<file path="config.mk">
export PLATFORM = sky130hd
export DESIGN_NAME = psel_generator
export DESIGN_NICKNAME = d
export VERILOG_FILES = /design/src/rtl/psel_generator.sv
export SDC_FILE = /design/constraint.sdc
export NUM_CORES = 1
export LEC_CHECK = 0
export CAP_MARGIN = 30
export CORE_UTILIZATION = 49
export DETAILED_ROUTE_END_ITERATION = 6
export GPL_TIMING_DRIVEN = 0
export PLACE_DENSITY_LB_ADDON = 0.1
export SLEW_MARGIN = 10
export SYNTH_ARGS = -nofsm -noshare
export SYNTH_HDL_FRONTEND = slang
export SYNTH_SLANG_ARGS = --single-unit
</file>
<file path="constraint.sdc">
create_clock -name clock -period 7.1 [get_ports clock]
set_input_delay 1.42 -clock clock [delete_from_list [all_inputs] [get_ports clock]]
set_output_delay 1.42 -clock clock [all_outputs]
set_load 0.05 [all_outputs]
</file>
<file path="src/rtl/psel_generator.sv">
// -----------------------------------------------------------------------------
// psel_generator
//
// Registered multi-grant priority selector. Each cycle up to REQS distinct
// requesters are picked from the WIDTH-bit request vector. Grant slots
// alternate between the low-index and high-index ends of the vector:
// slot 0 takes the lowest request, slot 1 the highest, slot 2 the next
// lowest, and so on. This way both ends of the vector are served.
//
// Ports:
//   clock    in   1           rising-edge clock
//   reset    in   1           synchronous active-high reset (clears output)
//   en       in   1           selection enable; when low the output clears
//   req      in   WIDTH       request vector, bit i = requester i
//   gnt_bus  out  WIDTH*REQS  one-hot grant per slot; slot k at
//                             [k*WIDTH +: WIDTH], slot 0 at the LSBs
//
// The output is driven straight from a register. There is no combinational
// path from the inputs to gnt_bus.
// -----------------------------------------------------------------------------
module psel_generator #(
   parameter int REQS  = 3,
   parameter int WIDTH = 16
) (
   input  logic                    clock,
   input  logic                    reset,
   input  logic                    en,
   input  logic [WIDTH-1:0]        req,
   output logic [WIDTH*REQS-1:0]   gnt_bus
);

   // Lowest set bit: two's-complement trick isolates the least significant one.
   function automatic logic [WIDTH-1:0] f_lowest(input logic [WIDTH-1:0] v);
      return v & (~v + WIDTH'(1));
   endfunction

   // Highest set bit: an ascending scan, where the last hit wins.
   function automatic logic [WIDTH-1:0] f_highest(input logic [WIDTH-1:0] v);
      logic [WIDTH-1:0] r;
      r = '0;
      for (int i = 0; i < WIDTH; i++) begin
         if (v[i]) begin
            r    = '0;
            r[i] = 1'b1;
         end
      end
      return r;
   endfunction

   // w_avail[k] holds the requests that are still ungranted when slot k
   // is considered. Each stage of the chain removes the bit its slot took.
   logic [REQS-1:0][WIDTH-1:0] w_avail;
   logic [REQS-1:0][WIDTH-1:0] w_slot;
   logic [WIDTH*REQS-1:0]      r_gnt;

   genvar gi;
   generate
      for (gi = 0; gi < REQS; gi++) begin : g_slot
         if (gi == 0) begin : g_first
            assign w_avail[gi] = req;
         end else begin : g_chain
            assign w_avail[gi] = w_avail[gi-1] & ~w_slot[gi-1];
         end

         // Even slots scan from the low end, odd slots from the high end.
         if ((gi % 2) == 0) begin : g_low
            assign w_slot[gi] = f_lowest(w_avail[gi]);
         end else begin : g_high
            assign w_slot[gi] = f_highest(w_avail[gi]);
         end
      end
   endgenerate

   always_ff @(posedge clock) begin
      if (reset) begin
         r_gnt <= '0;
      end else if (en) begin
         r_gnt <= w_slot;
      end else begin
         r_gnt <= '0;
      end
   end

   assign gnt_bus = r_gnt;

endmodule

</file>
==> reports/results.txt, run 1 <==
WL/cell = 13.75 um
Final ANT Viol Nets = 0
FP Rows = 22
Seq. cell area = 900.9 um^2
CP Launch Type = input pin
Largest register FFs = 45
Least-Margin Pin Slew = 0.5437 ns
DRT iter0 DRCs = 145
Clock root buffer = clkbuf_8
Syn_area_per_cell = 8.802 um^2
Crit path DAT = 4.96 ns
Hold Vio Cnt, Final = 0
Seq cells post-synth = 45
# DRC = 0
Largest net degree at the start of global routing = 14
Initial Util = 53.06%
First-pass GRT wire length = 8114 um
PostCTS Resize Cnt = 0
Outcome = complete, no violations
Total GRT Usage = 24.82%
Register share of total power = 51.8%
GPL Wtd Cong = 0.8410
Slew Viols, Final = 0
Vias/cell = 5.395
Total core area = 0.003799 mm^2
Chip width = 66.14 um
Most frequent cells in the layout = clkdlybuf4s50_1 (60), dfxtp_1 (45), nor2_1 (29)
Min-delay src = req[1]
Leakage = 0.9701 nW
DR vias = 1,872
Hold/Removal Path Class = in -> reg
I/O Buffers = 60
Antenna cells = 0
CP max FO = 8
Slew margin rel. = 63.75%
P_int = 0.3669 mW
Switch Pwr = 0.1244 mW
Tcrit/Tclk final = 67.06%
Power density over the cells = 176.4 mW/mm^2
CP Class = in -> reg
Clk pwr share = 34.7%
RSZ-0062 raised after global routing = false
Synth top area share = 44.69%
Fin area = 0.002785 mm^2
Worst Hold Margin = 1.326 ns
Hold Path Sink = gnt_bus[2]
Clk slew on worst S/H paths = 0.08 ns
Fin cells = 347
CTS tree = done
CTS Buffer Depth = 2
Critical path capture point type = flip-flop
Vias in the first global route = 1,750
Most common cell after layout, fill and taps aside = clkdlybuf4s50_1
P&R area growth vs syn = 38.18%
Critical path required time = 7.30 ns
Final WL = 4772 um
Boundary Pins = 67
Grt ovf = 0
Layout fillers = 313
Die area = 0.004374 mm^2
Die H = 66.14 um
Tmin final = 4.761 ns
Dominant synthesized flop cell = dfxtp_1
Ys async rst share = 0%
Multi-input gate area = 0.001005 mm^2
Post-synthesis sequential area ratio = 44.69%
Syn Inst Count = 229
DP Area = 0.002684 mm^2
Antenna violations before repair = 0
Logic pwr share = 13.5%
Final setup viols = 0
Setup_tns = 0 ns
Hold Path Cell Cnt = 2
TritonCTS buffer count = 5
Worst vdd ir = 145.4 uV
Biggest area consumer among synthesized cells = dfxtp_1
Synth Warn # = 0
Setup Buffers After CTS = 0
Clock sink count = 45
Number of iterations in the first detailed-routing pass = 4
H-tree depth = 2
Fmax = 0.2100 GHz
Post-synth cell types = 53
Synth top area cells = dfxtp_1 (45%), nor2_1 (5.4%), nand2_1 (3.5%)
# hold bufs at CTS = 0
Placed cell count = 339
Post-DP HPWL = 3476 um
Layout cells sized above 1 = 9.365%
Final net count = 317
Post-synth EDFFs = 0
Max Cap Violations = 0
Mapped cell area = 0.002016 mm^2
Switching Fraction = 25.31%
[per-layer routing]
metal  global-route usage, %  routed length, um  vias to the layer above
met5                       0                  0                        -
met4                   9.043                 57                        0
met3                   6.897                260                        5
met2                   39.16               2233                       56
met1                   32.16               2220                      858
li1                        -                  -                      953
[power groups by stage]
stage	Combinational (mW)	Clock, mW	Sequential [mW]
after floorplan	0.0349	0	0.268
after global placement	0.0652	0	0.261
after detailed placement	0.0655	0	0.261
after CTS	0.0659	0.175	0.255
after global routing	0.0718	0.186	0.255
final	0.0661	0.171	0.255
[how the worst max path moves through the flow]
| stage | to | from | cells after the start |
|---|---|---|---|
| final | gnt_bus[43] | req[7] | 10 |
| after global routing | gnt_bus[43] | req[10] | 11 |
| after CTS | gnt_bus[43] | req[10] | 11 |
| after detailed placement | gnt_bus[43] | req[10] | 11 |
| after global placement | gnt_bus[43] | req[10] | 11 |
| after floorplan | gnt_bus[43] | req[1] | 10 |
[area by class of cell]
cell class	count	share of cell area [%]
multi-input combinational	162	36.07
sequential	45	32.35
inverter	5	0.6739
buffer	19	3.549
clock inverter	1	0.1797
tap	48	2.156
timing repair buffer	60	21.56
clock buffer	7	3.459
[cells by family (layout without fill, tap and decap cells)]
kind of cell,after synthesis,in the layout,synth area share [%]
AO/OA/AOI/OAI,48,48,19.55
other,1,3,0.1860
AND/OR/NAND/NOR,105,105,26.75
buffers and inverters,24,92,5.834
multiplexers,1,1,0.5586
flip-flops,45,45,44.69
adder cells (fa/ha/maj),3,3,1.552
XOR/XNOR,2,2,0.8692
[per-stage QoR]
step	power, mW	util (%)	setup slack (ns)
global route	0.5124	73.32	2.097
floorplan	0.3026	-	2.874
finish	0.4913	73.32	2.339
global placement	0.3258	70.65	2.062
CTS	0.4954	73.32	2.349
detailed placement	0.3261	70.65	2.053
[Yosys cell counts (3+ instances only)]
master,n
dfxtp_1,45
clkbuf_1,12
nor2_1,29
a21oi_1,7
a211oi_1,7
nor4b_1,4
o211ai_1,3
or3_1,4
and3_1,7
nor3b_1,3
o31ai_1,3
nand2_1,19
o21ai_0,7
nor4_1,3
nand3_1,8
inv_1,5
nor3_1,14
buf_4,3
[critical path, stage by stage]
cell and delay, ns:
clkdlybuf4s50_1 0.55, or3_1 0.42, clkbuf_1 0.18, nor3_2 0.42, o211ai_1 0.31, a211oi_4 0.46, and2_1 0.29, a32o_1 0.32
nand2_1 0.23, a2111oi_4 0.36
Power figures use the tool's default switching activity.
==> run 2: changes to the inputs <==
--- a/config.mk
+++ b/config.mk
@@ -6,7 +6,7 @@
 export NUM_CORES = 1
 export LEC_CHECK = 0
 export CAP_MARGIN = 30
-export CORE_UTILIZATION = 49
+export CORE_UTILIZATION = 41
 export DETAILED_ROUTE_END_ITERATION = 6
 export GPL_TIMING_DRIVEN = 0
 export PLACE_DENSITY_LB_ADDON = 0.1
==> constraint.sdc (replaced) <==
create_clock -name clock -period 4.15 [get_ports clock]
set_input_delay 0.83 -clock clock [delete_from_list [all_inputs] [get_ports clock]]
set_output_delay 0.83 -clock clock [all_outputs]
set_load 0.05 [all_outputs]
==> run 2 against run 1 <==
Net effect:
- non-clock buffer count did not move
- first-iteration DRC count fell by 5.5%
- critical path depth did not move
- flip-flop and latch count did not move
- wire length rose by 1.3%
- count of clock-buffer cells in the layout rose by 1
- sequential share of layout area fell by 0.29 points
- core utilization fell by 14 points
- total power rose by 65%
- setup slack got worse by 2.2 ns
- critical path type unchanged
- largest cell class unchanged
- highest routed layer unchanged
==> reports/results.txt, run 2 (synthesis gave the netlist of run 1 again) <==
Boundary Pins = 67 (unchanged)
P&R area growth vs syn = 39.42% (was 38.18%)
Critical path capture point type = flip-flop (unchanged)
Critical path required time = 4.35 ns (was 7.30 ns)
Crit path DAT = 4.18 ns (was 4.96 ns)
Largest net degree at the start of global routing = 13 (was 14)
H-tree depth = 2 (unchanged)
Antenna violations before repair = 0 (unchanged)
Fmax = 0.2510 GHz
Least-Margin Pin Slew = 0.5510 ns (was 0.5437 ns)
WL/cell = 13.21 um (was 13.75 um)
Number of iterations in the first detailed-routing pass = 5 (was 4)
Most common cell after layout, fill and taps aside = clkdlybuf4s50_1 (unchanged)
Fin area = 0.002810 mm^2 (was 0.002785 mm^2)
Largest register FFs = 45 (unchanged)
Antenna cells = 0 (unchanged)
Vias in the first global route = 1,708 (was 1,750)
RSZ-0062 raised after global routing = false (unchanged)
I/O Buffers = 60 (unchanged)
Most frequent cells in the layout = clkdlybuf4s50_1 (59), dfxtp_1 (45), nor2_1 (29) (was clkdlybuf4s50_1 (60), dfxtp_1 (45), nor2_1 (29))
Final WL = 4834 um (was 4772 um)
Fin cells = 366 (was 347)
DRT iter0 DRCs = 137 (was 145)
Final net count = 317 (unchanged)
FP Rows = 25 (was 22)
CTS Buffer Depth = 2 (unchanged)
Placed cell count = 358 (was 339)
Chip width = 72.12 um (was 66.14 um)
Initial Util = 42.68% (was 53.06%)
# DRC = 0 (unchanged)
Layout cells sized above 1 = 10.03% (was 9.365%)
First-pass GRT wire length = 8010 um (was 8114 um)
Max Cap Violations = 0 (unchanged)
Die area = 0.005201 mm^2 (was 0.004374 mm^2)
Final setup viols = 0 (unchanged)
Total core area = 0.004723 mm^2 (was 0.003799 mm^2)
CTS tree = done (unchanged)
Total GRT Usage = 19.61% (was 24.82%)
CP max FO = 7 (was 8)
GPL Wtd Cong = 0.9287 (was 0.8410)
Slew Viols, Final = 0 (unchanged)
# hold bufs at CTS = 0 (unchanged)
Leakage = 0.9877 nW (was 0.9701 nW)
DP Area = 0.002708 mm^2 (was 0.002684 mm^2)
Die H = 72.12 um (was 66.14 um)
Tcrit/Tclk final = 96.00%
Layout fillers = 442 (was 313)
CP Class = in -> reg (unchanged)
TritonCTS buffer count = 5 (unchanged)
Hold Vio Cnt, Final = 0 (unchanged)
Grt ovf = 0 (unchanged)
DR vias = 1,898 (was 1,872)
Vias/cell = 5.186 (was 5.395)
Post-DP HPWL = 3447 um (was 3476 um)
Clock sink count = 45 (unchanged)
Outcome = complete, no violations (unchanged)
Final ANT Viol Nets = 0 (unchanged)
CP Launch Type = input pin (unchanged)
Slew margin rel. = 63.27% (was 63.75%)
Tmin final = 3.984 ns
Hold/Removal Path Class = in -> reg (unchanged)
Tot Pwr = 0.8092 mW (was 0.4913 mW)
Power density over the cells = 287.9 mW/mm^2 (was 176.4 mW/mm^2)
Worst vdd ir = 129.7 uV (was 145.4 uV)
Clock root buffer = clkbuf_8 (unchanged)
Clk slew on worst S/H paths = 0.08 ns (about the same)
Setup_tns = 0 ns (unchanged)
==> run 2: per-layer routing <==
layer  share of wire, %  GRT usage [%]  vias to the layer above
li1                   -              -                      953
met1                 48          27.51                      886
met2                 44          28.87                       53
met3                5.8          4.722                        6
met4                1.4          8.061                        0
met5                  0              0                        -
==> run 2: power breakdown <==
part,switching (mW),total [mW],leakage (nW),internal [mW]
Clock,0.139,0.259,0.0395,0.120
Combinational,0.0720,0.115,0.585,0.0430
Sequential,0.000849,0.436,0.363,0.435
==> run 2: per-stage QoR <==
stage / util, % / hold slack [ns] / worst slack (ns)
after floorplan: - / 0.9066 / 0.5137
after global placement: 57.32 / 1.051 / -0.2897
after detailed placement: 57.32 / 1.054 / -0.2753
after CTS: 59.02 / 0.7378 / 0.008431
after global routing: 59.50 / 0.7586 / 0.01675
final: 59.50 / 0.7389 / 0.1661
==> run 2: final timing paths <==
kind / from / end / slack, ns / cells past startpoint
max: req[2] / gnt_bus[43] / 0.17 / 10
min: req[1] / gnt_bus[2] / 0.74 / 2
==> run 2: worst max-delay path: stages <==
cell,delay (ns)
clkdlybuf4s50_1,0.53
or3_4,0.41
buf_6,0.14
or3_4,0.41
o32a_4,0.40
a211oi_4,0.36
nand2_2,0.15
maj3_2,0.35
o22a_4,0.25
a2111oi_4,0.34
==> run 2: timing repair <==
item	4_1_cts	5_1_grt
setup endpoints to repair	0	9
hold endpoints to repair	0	0
buffers inserted	0	1
gates resized for setup	0	6
==> run 2: final cells by class <==
cell class / instances / area [um^2] / area share, %
inverter: 5 / 18.77 / 0.6679
multi-input combinational: 162 / 1021 / 36.33
sequential: 45 / 900.9 / 32.06
timing repair buffer: 61 / 610.6 / 21.73
tap: 67 / 83.83 / 2.983
clock buffer: 8 / 80.08 / 2.850
buffer: 18 / 95.09 / 3.384
==> RTL edit, RTL diff (config.mk and constraints of run 1) <==
Set the parameter `REQS` to 2 (it was 3).
--- a/src/rtl/psel_generator.sv
+++ b/src/rtl/psel_generator.sv
@@ -20,5 +20,5 @@
 // -----------------------------------------------------------------------------
 module psel_generator #(
-   parameter int REQS  = 3,
+   parameter int REQS  = 2,
    parameter int WIDTH = 16
 ) (
Interface: changed (resized gnt_bus); port bits go from 67 to 51. No check against the original RTL was run, so the function may have changed too.
==> RTL edit against run 1 <==
- cell count decreased by 41%
- design area down 35%
- clock power fell by 32%
- count of clock-buffer cells in the layout increased by 1
- total power is 33% lower
- sequential cell count fell by 14
- largest power group unchanged
- area after synthesis decreased by 38%
- critical path type unchanged
- highest routed layer unchanged
- routed wire length decreased by 38%
- setup slack better by 1200 ps
==> RTL edit: results (changes against run 1) <==
.. list-table::
   :header-rows: 1

   * - Metric
     - Value
   * - Share of cells above drive strength 1
     - 10.86% (was 9.365%)
   * - Total half-perimeter wirelength after legalization and detailed placement
     - 2152 µm (was 3476 µm)
   * - Total length of routed met2 wires
     - 1482 µm (was 2233 µm)
   * - Post-Place Worst Slack
     - 3227 ps (was 2053 ps)
   * - Leakage
     - 0.7364 nW (was 0.9701 nW)
   * - Dominant cells by area after synthesis
     - dfxtp_1, and3_1, nor2_1 (was dfxtp_1, nor2_1, nand2_1)
   * - Worst rel slew slack
     - 66.06% (was 63.75%)
   * - Met1 WL
     - 1199 µm (was 2220 µm)
   * - Count of buffers from port buffering
     - 46 (was 60)
   * - DP Cell Count
     - 195 (was 339)
   * - Proportion of netlist area held by the largest area contributor
     - 49.60% (was 44.69%)
   * - Cell area after placement
     - 1747 µm² (was 2684 µm²)
   * - Mux contribution to synthesized area
     - 0% (was 0.5587%)
   * - Synth top cells by count
     - dfxtp_1, nor2_1, and3_1 (was dfxtp_1, nor2_1, nand2_1)
   * - Sum of met3 wire segment lengths after detailed routing
     - 165 µm (was 260 µm)
   * - Fill cell instance count of the final layout
     - 167 (was 313)
   * - Post-synthesis adder-cell area fraction
     - 2.500% (was 1.552%)
   * - Global-route track usage on met3
     - 7.536% (was 6.897%)
   * - Status
     - completed (unchanged)
   * - Total track usage
     - 25.05% (was 24.82%)
   * - Data arrival time of the critical path
     - 3780 ps (was 4960 ps)
   * - Met2 Usage GRT
     - 44.30% (was 39.16%)
   * - Number of vias after detailed routing
     - 1145 (was 1872)
   * - Largest net degree at the start of global routing
     - 11 (was 14)
   * - Average wire per cell in the routed design
     - 14.59 µm (was 13.75 µm)
   * - Proportion of synthesized chip area in sequential cells
     - 49.60% (was 44.69%)
   * - Synth Area in Compound Gates
     - 7.700% (was 19.55%)
RTL edit: cells by family after synthesis:
family | count (synthesis)
simple gates | 67
buf+inv | 10
fa+ha+maj | 3
compound gates | 9
flops | 31
other cells | 1
RTL edit: worst paths after layout:
path   start     endpoint  slack, ps  depth (start not counted)
max   req[2]  gnt_bus[18]       3570                          7
min   req[8]   gnt_bus[8]       1430                          2
RTL edit: where the power goes:
group          internal (mW)  switching (mW)
clock                 0.0582          0.0586
combinational         0.0159          0.0224
sequential             0.175        0.000279
total                  0.249          0.0813
RTL edit: critical path, stage by stage:
cell,delay [ps]
clkdlybuf4s50_1,510
or4_1,580
buf_6,160
o41ai_4,360
nand2_2,160
nor3_4,340
nor3b_1,230
RTL edit: area by class of cell:
class	instances	area (µm²)	share of cell area, %
Multi-Input combinational cell	80	579.3	31.91
Tap cell	28	35.03	1.930
Inverter	3	11.26	0.6203
Sequential cell	31	620.6	34.18
Buffer	7	40.04	2.205
Timing Repair Buffer	46	460.4	25.36
Clock buffer	8	68.82	3.790
